$ cat src/rtl/ipif_table_store_if.sv
// Host read/write, datapath lookup and acknowledge signals of the table store.
// Width parameters must match the ipif_table_store instance bound to it.
interface ipif_table_store_if #(
   parameter int C_S_AXI_DATA_WIDTH = 32,
   parameter int TBL_NUM_COLS       = 4,
   parameter int TBL_NUM_ROWS       = 4
);
   localparam int W = TBL_NUM_COLS * C_S_AXI_DATA_WIDTH;
   localparam int A = (TBL_NUM_ROWS > 1) ? $clog2(TBL_NUM_ROWS) : 1;

   // Host side: req is a level held until its one-cycle ack, then dropped.
   // Lookup side: a lookup issues in any cycle where lkp_req && lkp_ready;
   // its result appears as a one-cycle lkp_ack with lkp_data two cycles later.
   logic         tbl_rd_req;
   logic         tbl_rd_ack;
   logic [A-1:0] tbl_rd_addr;
   logic [W-1:0] tbl_rd_data;
   logic         tbl_wr_req;
   logic         tbl_wr_ack;
   logic [A-1:0] tbl_wr_addr;
   logic [W-1:0] tbl_wr_data;
   logic         lkp_req;
   logic         lkp_ready;
   logic [A-1:0] lkp_addr;
   logic         lkp_ack;
   logic [W-1:0] lkp_data;

   modport master (
      output tbl_rd_req, tbl_rd_addr, tbl_wr_req, tbl_wr_addr, tbl_wr_data,
             lkp_req, lkp_addr,
      input  tbl_rd_ack, tbl_rd_data, tbl_wr_ack, lkp_ready, lkp_ack, lkp_data
   );

   modport slave (
      input  tbl_rd_req, tbl_rd_addr, tbl_wr_req, tbl_wr_addr, tbl_wr_data,
             lkp_req, lkp_addr,
      output tbl_rd_ack, tbl_rd_data, tbl_wr_ack, lkp_ready, lkp_ack, lkp_data
   );
endinterface

$ cat src/rtl/ipif_table_store.sv
// Single-port row table shared by a pipelined lookup path and a host FSM.
// Define IPIF_TABLE_STORE_FAIRNESS_EN to bound host starvation by lookups.
module ipif_table_store #(
   parameter int C_S_AXI_DATA_WIDTH = 32,
   parameter int TBL_NUM_COLS       = 4,
   parameter int TBL_NUM_ROWS       = 4,
   parameter int STARVE_LIMIT       = 7
) (
   input  logic              Bus2IP_Clk,
   input  logic              Bus2IP_Resetn,
   ipif_table_store_if.slave bus,
   output logic [2:0]        dbg_state
);
   localparam int W = TBL_NUM_COLS * C_S_AXI_DATA_WIDTH;
   localparam int A = (TBL_NUM_ROWS > 1) ? $clog2(TBL_NUM_ROWS) : 1;

   typedef enum logic [2:0] {
      IDLE    = 3'd0,
      PEND    = 3'd1,
      RD_PIPE = 3'd2,
      ACK     = 3'd3,
      DROP    = 3'd4
   } state_t;

   state_t       state;
   state_t       state_nxt;
   logic         op_wr;
   logic [A-1:0] host_addr;
   logic [W-1:0] host_data;
   logic [W-1:0] mem [TBL_NUM_ROWS];
   logic [W-1:0] port_q;
   logic [A-1:0] port_addr;
   logic         lkp_issue;
   logic         host_grant;
   logic         lkp_v1;

   assign lkp_issue  = bus.lkp_req & bus.lkp_ready;
   assign host_grant = (state == PEND) & ~lkp_issue;
   assign port_addr  = lkp_issue ? bus.lkp_addr : host_addr;
   assign dbg_state  = state;

`ifdef IPIF_TABLE_STORE_FAIRNESS_EN
   logic [3:0] starve_cnt;

   // Withholding ready for one cycle hands the port to the waiting host.
   assign bus.lkp_ready = ~((state == PEND) && (starve_cnt == 4'(STARVE_LIMIT)));

   always_ff @(posedge Bus2IP_Clk) begin
      if (!Bus2IP_Resetn)
         starve_cnt <= '0;
      else if (state_nxt != PEND)
         starve_cnt <= '0;
      else if ((state == PEND) && lkp_issue)
         starve_cnt <= starve_cnt + 4'd1;
   end
`else
   assign bus.lkp_ready = 1'b1;
`endif

   always_comb begin
      state_nxt      = state;
      bus.tbl_wr_ack = 1'b0;
      bus.tbl_rd_ack = 1'b0;
      case (state)
         IDLE:    if (bus.tbl_wr_req || bus.tbl_rd_req) state_nxt = PEND;
         PEND:    if (host_grant) state_nxt = op_wr ? ACK : RD_PIPE;
         RD_PIPE: state_nxt = ACK;
         ACK: begin
            state_nxt      = DROP;
            bus.tbl_wr_ack = op_wr;
            bus.tbl_rd_ack = ~op_wr;
         end
         // Only the request that was acknowledged releases DROP.
         DROP:    if (!(op_wr ? bus.tbl_wr_req : bus.tbl_rd_req)) state_nxt = IDLE;
         default: state_nxt = IDLE;
      endcase
   end

   always_ff @(posedge Bus2IP_Clk) begin
      if (!Bus2IP_Resetn)
         state <= IDLE;
      else
         state <= state_nxt;
   end

   // Write wins when both requests arrive together in IDLE.
   always_ff @(posedge Bus2IP_Clk) begin
      if ((state == IDLE) && (bus.tbl_wr_req || bus.tbl_rd_req)) begin
         op_wr     <= bus.tbl_wr_req;
         host_addr <= bus.tbl_wr_req ? bus.tbl_wr_addr : bus.tbl_rd_addr;
         host_data <= bus.tbl_wr_data;
      end
   end

   // Contents survive reset, but a write colliding with reset is dropped.
   always_ff @(posedge Bus2IP_Clk) begin
      if (Bus2IP_Resetn && host_grant && op_wr)
         mem[host_addr] <= host_data;
      port_q <= mem[port_addr];
   end

   always_ff @(posedge Bus2IP_Clk) begin
      if (!Bus2IP_Resetn) begin
         lkp_v1       <= 1'b0;
         bus.lkp_ack  <= 1'b0;
         bus.lkp_data <= '0;
      end else begin
         lkp_v1      <= lkp_issue;
         bus.lkp_ack <= lkp_v1;
         if (lkp_v1)
            bus.lkp_data <= port_q;
      end
   end

   always_ff @(posedge Bus2IP_Clk) begin
      if (!Bus2IP_Resetn)
         bus.tbl_rd_data <= '0;
      else if (state == RD_PIPE)
         bus.tbl_rd_data <= port_q;
   end
endmodule

$ cat src/flat_wrapper.sv
// flat-port wrapper written by rule: the top's interface ports become plain ports
module ipif_table_store_flat 
#(
   parameter int C_S_AXI_DATA_WIDTH = 32,
   parameter int TBL_NUM_COLS       = 4,
   parameter int TBL_NUM_ROWS       = 4,
   parameter int STARVE_LIMIT       = 7
)
  (Bus2IP_Clk, Bus2IP_Resetn, dbg_state, bus_tbl_rd_req, bus_tbl_rd_addr, bus_tbl_wr_req, bus_tbl_wr_addr, bus_tbl_wr_data, bus_lkp_req, bus_lkp_addr, bus_tbl_rd_ack, bus_tbl_rd_data, bus_tbl_wr_ack, bus_lkp_ready, bus_lkp_ack, bus_lkp_data);
  ipif_table_store_if #(.C_S_AXI_DATA_WIDTH(C_S_AXI_DATA_WIDTH), .TBL_NUM_COLS(TBL_NUM_COLS), .TBL_NUM_ROWS(TBL_NUM_ROWS)) bus_i ();
  input  logic Bus2IP_Clk;
  input  logic Bus2IP_Resetn;
  output logic [2:0] dbg_state;
  input wire logic [$bits(bus_i.tbl_rd_req)-1:0] bus_tbl_rd_req;
  input wire logic [$bits(bus_i.tbl_rd_addr)-1:0] bus_tbl_rd_addr;
  input wire logic [$bits(bus_i.tbl_wr_req)-1:0] bus_tbl_wr_req;
  input wire logic [$bits(bus_i.tbl_wr_addr)-1:0] bus_tbl_wr_addr;
  input wire logic [$bits(bus_i.tbl_wr_data)-1:0] bus_tbl_wr_data;
  input wire logic [$bits(bus_i.lkp_req)-1:0] bus_lkp_req;
  input wire logic [$bits(bus_i.lkp_addr)-1:0] bus_lkp_addr;
  output wire logic [$bits(bus_i.tbl_rd_ack)-1:0] bus_tbl_rd_ack;
  output wire logic [$bits(bus_i.tbl_rd_data)-1:0] bus_tbl_rd_data;
  output wire logic [$bits(bus_i.tbl_wr_ack)-1:0] bus_tbl_wr_ack;
  output wire logic [$bits(bus_i.lkp_ready)-1:0] bus_lkp_ready;
  output wire logic [$bits(bus_i.lkp_ack)-1:0] bus_lkp_ack;
  output wire logic [$bits(bus_i.lkp_data)-1:0] bus_lkp_data;
  assign bus_i.tbl_rd_req = bus_tbl_rd_req;
  assign bus_i.tbl_rd_addr = bus_tbl_rd_addr;
  assign bus_i.tbl_wr_req = bus_tbl_wr_req;
  assign bus_i.tbl_wr_addr = bus_tbl_wr_addr;
  assign bus_i.tbl_wr_data = bus_tbl_wr_data;
  assign bus_i.lkp_req = bus_lkp_req;
  assign bus_i.lkp_addr = bus_lkp_addr;
  assign bus_tbl_rd_ack = bus_i.tbl_rd_ack;
  assign bus_tbl_rd_data = bus_i.tbl_rd_data;
  assign bus_tbl_wr_ack = bus_i.tbl_wr_ack;
  assign bus_lkp_ready = bus_i.lkp_ready;
  assign bus_lkp_ack = bus_i.lkp_ack;
  assign bus_lkp_data = bus_i.lkp_data;
  ipif_table_store #(.C_S_AXI_DATA_WIDTH(C_S_AXI_DATA_WIDTH), .TBL_NUM_COLS(TBL_NUM_COLS), .TBL_NUM_ROWS(TBL_NUM_ROWS), .STARVE_LIMIT(STARVE_LIMIT)) u_core (.Bus2IP_Clk(Bus2IP_Clk), .Bus2IP_Resetn(Bus2IP_Resetn), .bus(bus_i), .dbg_state(dbg_state));
endmodule
$ cat config.mk
export PLATFORM = sky130hd
export DESIGN_NAME = ipif_table_store_flat
export DESIGN_NICKNAME = d
export VERILOG_FILES = /design/src/rtl/ipif_table_store_if.sv /design/src/rtl/ipif_table_store.sv /design/src/flat_wrapper.sv
export SDC_FILE = /design/constraint.sdc
export NUM_CORES = 1
export LEC_CHECK = 0
export CAP_MARGIN = 40
export CORE_UTILIZATION = 35
export CTS_CLUSTER_DIAMETER = 30
export DETAILED_ROUTE_END_ITERATION = 6
export GPL_TIMING_DRIVEN = 0
export HOLD_SLACK_MARGIN = 0.03
export PLACE_DENSITY = 0.61
export SYNTH_ARGS = -nofsm -noshare
export SYNTH_HDL_FRONTEND = slang
export SYNTH_SLANG_ARGS = --single-unit
$ cat constraint.sdc
create_clock -name Bus2IP_Clk -period 23.3 [get_ports Bus2IP_Clk]
set_input_delay 3.495 -clock Bus2IP_Clk [delete_from_list [all_inputs] [get_ports Bus2IP_Clk]]
set_output_delay 3.495 -clock Bus2IP_Clk [all_outputs]
set_load 0.01 [all_outputs]
* Yosys cells after proc, flatten, opt, wreduce, memory -nomap -nowiden
Memory sizes are Yosys's and may differ from the RTL's. A register that Yosys moved wholly into a read port is not among the register bits. Cells that the tools add are included.
Word-level totals: bits in registers 392, RAM bits 512, input port bits 139, output and inout bits 263, word-level logic and storage cells 37, memories kept 1
Operators by class: equality and inequality tests 7, muxes and demuxes 12, bitwise gates (word level) 3, reduce and logical (&&, ||, !) cells 6
Memories:
- u_core.mem | words 4, width 128, read ports 1, clocked after Yosys merged registers in 1, write ports 1, line ipif_table_store.sv:30 | logic [W-1:0] mem [TBL_NUM_ROWS];
Operators with widths (count):
- 3-bit case mux with 5 select lines | 1
- 3-bit 2-to-1 mux | 3
- 3-bit by 2-bit == test with 1-bit output, second input constant | 2
- 1-bit 2-to-1 mux | 6
- 2-bit 2-to-1 mux | 2
- 2-bit inequality test, second input constant | 2
- 3-bit by 1-bit == test with 1-bit output, second input constant | 1
- 3-bit == test, second input constant | 1
- 1-bit logical AND | 3
- 3-bit zero test | 1
- 3-bit AND reduction | 1
- 2-bit by 1-bit inequality test with 1-bit output, second input constant | 1
- 1-bit inverter | 2
- 1-bit AND | 1
- 1-bit logical OR | 1

* Depth between registers and ports, before layout
depth after elaboration 6, depth in mapped cells 6, gate-level depth less buffers 3

* Worst setup path before layout
OpenSTA, ideal clock, no wires.
kind input port to flip-flop, from in Bus2IP_Resetn, to mem u_core.mem[0][0] (netlist name), enable pin, library setup time 0.928 ns, data arrival time 16.056 ns, required time 22.372 ns, setup slack 6.316 ns, stages on the path 4, buffers on the path 1, path through clkbuf_1 -> nor2b_1 -> nand3_1 -> nor4_1
On the way: cells in the longest elaborated chain, start to end 4
RTL lines:
- from (decl) | line flat_wrapper.sv:12 | input logic Bus2IP_Resetn;
- 1-bit logical AND (2 in series) | line ipif_table_store.sv:97 | if (Bus2IP_Resetn && host_grant && op_wr)
- 1-bit 2-to-1 mux | line ipif_table_store.sv:97
- 1-bit 2-to-1 mux (implied by the code) | line ipif_table_store.sv:98 | mem[host_addr] <= host_data;
- to (decl) | line ipif_table_store.sv:30
No other way between the ends.

* Final worst setup path
from reg u_core.state[0], in the netlist u_core.dbg_state[0], to out bus_tbl_wr_ack
On the way: cells in the longest elaborated chain, start to end 2
RTL lines:
- from (decl) | line ipif_table_store.sv:25 | state_t state;
- from (signal assigned) | line ipif_table_store.sv:83 | state <= state_nxt;
- 3-bit by 2-bit == test with 1-bit output | line ipif_table_store.sv:64 | case (state)
- 1-bit 2-to-1 mux | line ipif_table_store.sv:64
- to (decl) | line flat_wrapper.sv:23 | output wire logic [$bits(bus_i.tbl_wr_ack)-1:0] bus_tbl_wr_ack;
No other way between the ends.

==> results.toml <==
[run_status]
status = "finished, final reports clean"

[detailed_routing]
num_vias = 18854
viasPerCell = 4.619
drt_first_iter_violations = 1034
drc = 0
routed_wl_um = 85930
first_pass_iters = 5
ant_nets = 0
wire_per_inst_um = 21.05

[floorplanning]
initial_core_util_pct = 35.39
rows = 115
die_width_um = 317.7
die_area_um2 = 100900
die_y_um = 317.7
core-area_um2 = 98560
ioPinCount = 402

[placement]
io_buffers = 398
dpl.hpwl_um = 60790
dp_slack_ps = 16840
placed_cell_area_um2 = 41450
gp_congestion = 0.7995

[clock_network]
cts-root-buf = "clkbuf_16"
cts_setup_buffers = 0
clkTransAtPathRegs_ps = 50
clk_latency_ps = 760
cts_tree = "yes"
numCtsBuffers = 189
cts_sinks = 1032
cts_resized = 0
clk_path_buf_depth = 3
htreeDepth = 4
cts.hold.buffers_added = 0

[logic_synthesis]
ys_types = 33
async_flop_share_pct = 0
syn_inst = 1935
yosysTopAreaCellShare_pct = 55.35
synth_commonest_cells = "edfxtp_1, dfxtp_1, nand2_1, nor2b_1, mux2i_1"
synth.area.top_cells = "edfxtp_1, dfxtp_1, mux4_2"
synth_nets = 2074
synth_seq_cells = 1032
syn_avg_cell_area_um2 = 18.03
synth_flop_cell = "edfxtp_1"
seq_area_frac_synth_pct = 77.68
yosys_warnings = 0
yosys.area.top_type = "edfxtp_1"
yosysMostFrequentCell = "edfxtp_1"
synth_edf_count = 643
netlist_area_um2 = 34880

[sta]
fin_crit_sh_pct = 25.26
max_slew_margin_pct = 41.46
min_period_ps = 5886
tns_ps = 0
finalSetupViolations = 0
finClkSkew_ps = 38.43
drv_slew = 0
finalHoldViolCount = 0
grt_setup_unrepaired = "no"
fmax_ghz = 0.1699
fin_ws_ps = 17410
worstMarginPinSlew_ps = 878.1

[grt]
track_usage_pct = 17.07
grt_max_degree = 23
grt_pass1_wl_um = 126900
met2_usage_pct = 28.51
gr-total-overflow = 0
antenna_found_initial = 17
busiest_layer = "met2"
grt_pass1_vias = 20371
use_met3_pct = 5.611
use_met1_pct = 20.39

[worst_setup_path]
required_ps = 19810
rr_startpoint = "u_core.dbg_state[0]"
crit_start = "u_core.dbg_state[0]"
cp_max_fo = 8
rrSetupSlack_ps = 20380
reg2regPathDepth = 7
crit_type = "flip-flop to primary output"
start_kind = "flip-flop"
arrival_ps = 2390
critPathCaptureType = "primary output"
r2r_end = "u_core.mem[1][14]"

[cells_and_area]
layout-drive-gt1-share_pct = 22.64
nets = 2763
fillCellCount = 8087
syn_to_final_growth_pct = 38.37
final_area_um2 = 48270

[hold_path]
worstHoldStart = "u_core.port_q[43]"
hold_path_class = "flip-flop to flip-flop"
holdPathStages = 2
hold-path-endpoint = "u_core.bus.tbl_rd_data[43]"

[run]
drv_cap = 0

[power_and_ir_drop]
power_density_nw_per_um2 = 108.2
vdd_drop_max_mv = 0.06492
power.leakage_nw = 16.72
==> through the flow <==
| step | std cells | total power [mW] | hold WS [ps] | utilization, % |
|---|---|---|---|---|
| final | 4082 | 5.223 | 453.5 | 48.97 |
| after global routing | 4081 | 5.389 | 479.3 | 48.97 |
| after CTS | 4079 | 5.279 | 455.2 | 48.96 |
| after detailed placement | 3720 | 2.421 | 456.0 | 42.05 |
| after global placement | 3620 | 2.427 | 449.9 | 41.07 |
| after floorplan | 1935 | 2.271 | 440.6 | - |
==> worst max path at each step <==
stage,cells after the start,slack (ps),endpoint
finish,3,17410,bus_tbl_wr_ack
global route,3,17310,bus_tbl_rd_ack
CTS,3,17370,bus_tbl_rd_ack
detailed placement,9,16840,u_core.host_data[21]
global placement,4,-6780,u_core.mem[0][17]
floorplan,4,6320,u_core.mem[0][0]
==> routing by layer <==
| metal | part of all wire [%] | up-vias |
|---|---|---|
| met5 | 0.11 | - |
| met4 | 2.7 | 14 |
| met3 | 6.7 | 167 |
| met2 | 49 | 527 |
| met1 | 41 | 9510 |
| li1 | - | 8636 |
==> where the power goes <==
part | leakage (nW) | internal (mW) | switching (mW)
clock network | 3.26 | 1.87 | 0.969
logic | 4.38 | 0.147 | 0.135
registers | 9.08 | 2.04 | 0.0547
total | 16.7 | 4.06 | 1.16
==> cell families after synthesis <==
group,Yosys count,share of synthesized area [%]
flip-flops,1032,77.68
AND/OR/NAND/NOR,406,5.441
multiplexers,261,12.09
AO/OA/AOI/OAI,132,2.880
buffers and inverters,103,1.897
other,1,0.01075
==> placed cells by master (no fill, tap or decap), types with 57 or more instances in the layout <==
cell,instances
mux4_2,128
nor2b_1,131
clkdlybuf4s50_1,398
clkbuf_16,191
a21boi_0,128
dfxtp_1,389
edfxtp_1,643
mux2i_1,130
nand2_1,256
clkbuf_1,57
buf_4,65
==> sequential cells by signal (all words and copies together), names as in the netlist <==
name and flops:
u_core.bus.lkp_data 128, u_core.port_q 128, u_core.host_data 128, u_core.lkp_v1 1, u_core.bus.lkp_ack 1, u_core.dbg_state 3
u_core.host_addr 2, u_core.mem 512, u_core.bus.tbl_rd_data 128, u_core.op_wr 1
==> final cells by class <==
type                    count  area (um2)  area share (%)
diodes                      3       7.507         0.01555
plain buffers             103       666.9           1.382
flip-flops and latches   1032       27100           56.14
repair buffers            498        4920           10.19
well taps                1287        1610           3.336
multi-input cells         800        7154           14.82
clock buffers             218        4991           10.34
clock inverters           141        1821           3.772
==> critical path: stages, from the launching register on <==
cell             delay, ps
dfxtp_1                490
nor2b_1                340
and3_1                 210
clkdlybuf4s50_1        620
(Power assumes the default switching activity.)
